<file path="config.mk">
export PLATFORM = sky130hd
export DESIGN_NAME = freq_meter
export DESIGN_NICKNAME = d
export VERILOG_FILES = /design/src/rtl/freq_meter.sv
export SDC_FILE = /design/constraint.sdc
export NUM_CORES = 1
export LEC_CHECK = 0
export ABC_CLOCK_PERIOD_IN_PS = 2250
export BUFFER_PORTS_ARGS = -buffer_cell sky130_fd_sc_hd__buf_2
export CORE_ASPECT_RATIO = 1.1
export CORE_MARGIN = 1
export CORE_UTILIZATION = 30
export CTS_CLUSTER_SIZE = 28
export DETAILED_ROUTE_END_ITERATION = 8
export RECOVER_POWER = 25
export SLEW_MARGIN = 10
export SYNTH_ARGS = -nofsm -noshare
export SYNTH_HDL_FRONTEND = slang
export SYNTH_SLANG_ARGS = --single-unit
</file>
<file path="constraint.sdc">
create_clock -name clk -period 2.25 [get_ports clk]
set_input_delay 0.1125 -clock clk [delete_from_list [all_inputs] [get_ports clk]]
set_output_delay 0.1125 -clock clk [all_outputs]
set_load 0.02 [all_outputs]
</file>
<file path="src/rtl/freq_meter.sv">
// Gated-window frequency meter: counts synchronized rising edges of sig_in over
// GATE_CYCLES clk cycles. Define FREQ_METER_OVF_EN for a saturating count and ovf flag.
module freq_meter #(
  parameter int unsigned GATE_CYCLES = 100_000_000,
  parameter int unsigned CNT_W       = 32
) (
  input  logic             clk,
  input  logic             rst_n,
  input  logic             en,
  input  logic             sig_in,
  output logic [CNT_W-1:0] freq,
  output logic             valid,
  output logic             ovf
);

  localparam int unsigned    GW   = $clog2(GATE_CYCLES);
  localparam logic [GW-1:0]  LAST = GW'(GATE_CYCLES - 1);

  typedef enum logic {IDLE, MEASURE} state_t;

  state_t           state, state_nxt;
  logic             s1, s2, s3;
  logic             edge_det;
  logic             win_end;
  logic [GW-1:0]    gate_cnt;
  logic [CNT_W-1:0] edge_cnt;
  logic [CNT_W-1:0] cnt_fin;

  // s1/s2 form the synchronizer; s3 only delays s2 for edge detection
  always_ff @(posedge clk or negedge rst_n) begin
    if (!rst_n) begin
      s1 <= 1'b0;
      s2 <= 1'b0;
      s3 <= 1'b0;
    end else begin
      s1 <= sig_in;
      s2 <= s1;
      s3 <= s2;
    end
  end

  assign edge_det = s2 & ~s3;
  assign win_end  = (state == MEASURE) && (gate_cnt == LAST);

  always_ff @(posedge clk or negedge rst_n) begin
    if (!rst_n) state <= IDLE;
    else        state <= state_nxt;
  end

  always_comb begin
    state_nxt = state;
    case (state)
      IDLE:    if (en)  state_nxt = MEASURE;
      MEASURE: if (!en) state_nxt = IDLE;
      default: state_nxt = IDLE;
    endcase
  end

`ifdef FREQ_METER_OVF_EN
  localparam logic [CNT_W-1:0] CMAX = '1;
  logic sat;
  logic ovf_fin;

  assign cnt_fin = (edge_det && (edge_cnt != CMAX)) ? edge_cnt + CNT_W'(1) : edge_cnt;
  assign ovf_fin = sat | (edge_det & (edge_cnt == CMAX));

  always_ff @(posedge clk or negedge rst_n) begin
    if (!rst_n)                                  sat <= 1'b0;
    else if (state == MEASURE && en && !win_end) sat <= ovf_fin;
    else                                         sat <= 1'b0;
  end

  always_ff @(posedge clk or negedge rst_n) begin
    if (!rst_n)       ovf <= 1'b0;
    else if (win_end) ovf <= ovf_fin;
  end
`else
  assign cnt_fin = edge_cnt + CNT_W'(edge_det);
  assign ovf     = 1'b0;
`endif

  // Clearing on an en drop here matches the zeros IDLE would hold anyway
  always_ff @(posedge clk or negedge rst_n) begin
    if (!rst_n) begin
      gate_cnt <= '0;
      edge_cnt <= '0;
    end else if (state == MEASURE && en && !win_end) begin
      gate_cnt <= gate_cnt + GW'(1);
      edge_cnt <= cnt_fin;
    end else begin
      gate_cnt <= '0;
      edge_cnt <= '0;
    end
  end

  always_ff @(posedge clk or negedge rst_n) begin
    if (!rst_n) begin
      freq  <= '0;
      valid <= 1'b0;
    end else begin
      valid <= win_end;
      if (win_end) freq <= cnt_fin;
    end
  end

endmodule

</file>
Word-level counts from Yosys, hierarchy flattened
Index checks and enable logic that the tools add are counted.

Register bits: 96. Input bits: 4. Output and inout port bits: 34. Logic and storage cells: 20.

$add $sub $neg: 2. Eq/ne operators: 1. Mux-type cells: 3. Bitwise logic cells: 2. Reductions and logical operators: 4.

Operators by type and width (count): $add 32x1->32 (1); $mux 32 (1); $add 27x1->27 const B (1); $eq 27x27->1 const B (1); $mux 27 (1); $logic_and 1x1->1 (3); $and 1x1->1 (1); $logic_not 1->1 (1); $mux 1 (1); $not 1->1 (1).

Longest topological paths before layout
Depth after elaboration: 5. Gate-level depth with buffers: 9. Mapped depth without buffers: 8.

Worst setup path after synthesis
OpenSTA, ideal clock, no wires.

Path type: register -> register. From: register s3. To: register freq[20]. Setup time: 65 ps. Arrival time: 2252 ps. Data required time: 2185 ps. Setup slack: -67 ps. Stages on the path, launching flop included: 9. Path buffers: 0. Period minus slack after synthesis: 2317 ps. Cells stage by stage: dfrtp_1 nor2b_1 ha_1 ha_1 nand3_1 or3_1 or4b_2 nand3_1 o21a_1.

Cells in the longest elaborated chain, start to end: 3.

RTL lines: start, declared (RTL line 22) `logic s1, s2, s3;`; start signal, assigned (RTL line 34) `s3 <= 1'b0;`; start signal, assigned (RTL line 38) `s3 <= s2;`; $not 1->1 (RTL line 42) `assign edge_det = s2 & ~s3;`; $and 1x1->1 (RTL line 42); $add 32x1->32 (RTL line 78) `assign cnt_fin = edge_cnt + CNT_W'(edge_det);`; end signal, assigned (RTL line 102) `if (win_end) freq <= cnt_fin;`; end, declared (RTL line 11) `output logic [CNT_W-1:0] freq,`.

Every way passes these cells. A chain may end at the register's enable or synchronous reset.

Worst setup path in the final report
From: register gate_cnt[8]. To: register gate_cnt[18].

Cells in the longest elaborated chain, start to end: 5. Elaborated cells on any way between the ends: 6. Those cells by class: 1 x add/sub; 1 x eq/ne; 1 x mux; 3 x reduce/logical.

RTL lines: start, declared (RTL line 25) `logic [GW-1:0] gate_cnt;`; start signal, assigned (RTL line 88) `gate_cnt <= gate_cnt + GW'(1);`; parallel branches: the longest is 4 deep, another holds $add 27x1->27; $mux 27 * (RTL line 87) `end else if (state == MEASURE && en && !win_end) begin`.

Mark *: on every way between the ends.

==> flow_summary_export.csv <==
group,metric,value,unit
final_layout,num_antenna_cells,0,
logic_synthesis,synth.yosys.warnings,0,
setup_path,crit_required,2470,ps
sta,timing.final.ws_setup,115,ps
placed_design,preCtsSetupSlack,-59.7,ps
sta,tns,0,ps
sta,hold_ws,375,ps
clock_tree,clkTransAtPathRegs,70,ps
placed_design,numPlacedInstances,669,
power,p_total,3.20,mW
power,power_leakage,2.29,nW
job,drv_cap,0,
run_status,outcome,"finished clean",
setup_path,criticalPathCategory,"reg -> reg",
clock_tree,clkLatencyLatePin,340,ps
placed_design,dp_hpwl,7170,µm
clock_tree,htreeDepth,3,
route,routed_via_density,4.95,
logic_synthesis,synth_nets,442,
route,wl_per_cell,14.5,µm
route,post-route-drc-count,0,
clock_tree,cts_buffer_depth,2,
setup_path,worstSetupEndpointType,"register",
sta,finalMaxSlewViolations,0,
sta,fin_crit_sh,0.949,
clock_tree,clk_root_buffer_cell,"clkbuf_16",
logic_synthesis,ys_ff_latch,96,
placed_design,postPlaceCellArea,4990,µm²
setup_path,critPathLaunchType,"register",
die,io_pins,38,
logic_synthesis,syn_area_per_cell,10.1,µm²
logic_synthesis,synth_cell_types,43,
die,die_h,129,µm
power,peakVddDrop,0.295,mV
sta,hold_viol_final,0,
sta,fin_crit,2140,ps
logic_synthesis,synth_edf_count,0,
final_layout,drive_above_1_share,0.180,
sta,fmax,468,MHz
logic_synthesis,synth_flop_cell,"dfrtp_1",
route,drt-pass1-iter-count,4,
die,initial_core_util,0.312,
route,drt_wl_total,9980,µm
logic_synthesis,yosysSeqAreaShare,0.550,
clock_tree,cts_tree,"yes",
setup_path,worstPathArrival,2360,ps
sta,tightest_slew,1130,ps
clock_tree,cts_buffers,9,
final_layout,utilization,0.379,
global_route,grt_usage,0.143,
final_layout,final_cell_area,5310,µm²
global_route,antenna_found_initial,0,
final_layout,mostFrequentLayoutCells,"96 x dfrtp_1, 64 x nor2_1, 41 x nand2_1",
global_route,grt_max_degree,46,
logic_synthesis,synth-async-reset-ratio,1.00,
setup_path,crit_path_cell_trace,"or4b_2, nor4_2, and2_1, and4b_1, a311o_1",
die,die_area,15100,µm²
sta,finClkSkew,6.64,ps
placed_design,placement.io_buffers,36,
route,via_count,3405,
logic_synthesis,synthesis.area,4370,µm²
setup_path,worstPathMaxFanout,2,
logic_synthesis,synth_cells,434,
final_layout,final_common_cell,"dfrtp_1",
final_layout,nets,504,
clock_tree,clkSinkCount,96,
route,drtAntennaViolNets,0,
sta,max_slew_margin,0.246,
die,fp.dieW,117,µm
power,cellPowerDensity,603,nW/µm²
route,drtIter0Drc,156,
global_route,grt_pass1_vias,3370,
placed_design,gp_congestion,0.822,
final_layout,finalNonFillerCells,688,
sta,rsz0062_at_grt,"no",
final_layout,syn_to_final_growth,21.5,%
global_route,grt_pass1_wl,16500,µm
hold_path,hold_class,"reg -> reg",
die,core-area,14000,µm²
setup_path,crit_path_max_incr_delay,680,ps
global_route,overflow,0,
sta,setup_viol,0,
die,core.rowCount,45,
setup_path,crit_slowest_cell,"or4b_2",
-- worst max-delay path, delay by kind of cell (launching register included) --
kind / cells / cell delay (ps)
AOI/OAI and AO/OA: 1 / 320
DFF: 1 / 380
and+or+nand+nor: 4 / 1310
-- power breakdown --
part | internal (mW) | switching, mW | total, mW
Clock | 0.741 | 0.642 | 1.38
Combinational | 0.0206 | 0.0595 | 0.0801
Sequential | 1.73 | 0.00462 | 1.74
Total | 2.49 | 0.707 | 3.20
-- path summary, 6_finish.rpt --
kind                             startpoint           end  slack [ps]  cells past startpoint
min in group asynchronous             rst_n  gate_cnt[10]         510                      2
max in group asynchronous             rst_n   edge_cnt[7]         850                      3
worst min-delay path                     s1            s2         380                      0
worst max register to register  gate_cnt[8]  gate_cnt[18]         110                      5
worst max-delay path            gate_cnt[8]  gate_cnt[18]         110                      5
worst min register to register           s1            s2         380                      0
-- synthesized netlist by cell type (3+ instances only) --
cell       n  area [µm²]
nand2_1   41         154
or4_1      3        22.5
and3_1     9        56.3
xnor2_1   19         166
nor2_1    64         240
dfrtp_1   96        2400
nand4_1   24         150
and4_1     9        78.8
or3_1      6        37.5
xor2_1    24         210
o21ai_0   18        90.1
nand3_1   21         105
and2_1     3        18.8
clkbuf_1  11        41.3
buf_2      6        30.0
nor3_1    11        55.1
ha_1       4        50.1
nor4_1     8        50.1
a21oi_1   20         100
o21a_1     6        45.0
-- routing by layer --
metal  share of wire  global-route usage
met1            0.45               0.171
met2            0.52               0.247
met3           0.028              0.0405
met4           0.011              0.0469
met5               0                   0
-- area by class of cell --
type,count,area [µm²]
fillers,1413,8710
flip-flops and latches,96,2400
multi-input cells,318,1940
repair buffers,69,459
well taps,188,235
clock buffers,10,229
clock inverters,5,35.0
inverters,2,7.51
-- sequential cells by signal, summed over array words and instances (netlist names) --
| signal | flops |
|---|---|
| edge_cnt | 32 |
| freq | 32 |
| gate_cnt | 27 |
| s1 | 1 |
| s2 | 1 |
| s3 | 1 |
| state | 1 |
| valid | 1 |
-- logic make-up after synthesis --
group           synth area share
buf+inv                   0.0197
fa+ha+maj                 0.0114
other cells             0.000858
xor+xnor                  0.0861
flops                      0.550
simple gates               0.260
compound gates            0.0721
-- what timing repair did --
action / in CTS / in global routing
gates resized for setup: 4 / 3
cloned: 0 / 0
setup endpoints to repair: 2 / 3
setup buffers: 1 / 0
pin swaps: 1 / 0
endpoints found under the hold margin: 44 / 0
hold buffers: 3 / 0
Note: power is estimated with default switching activity, not from simulation.
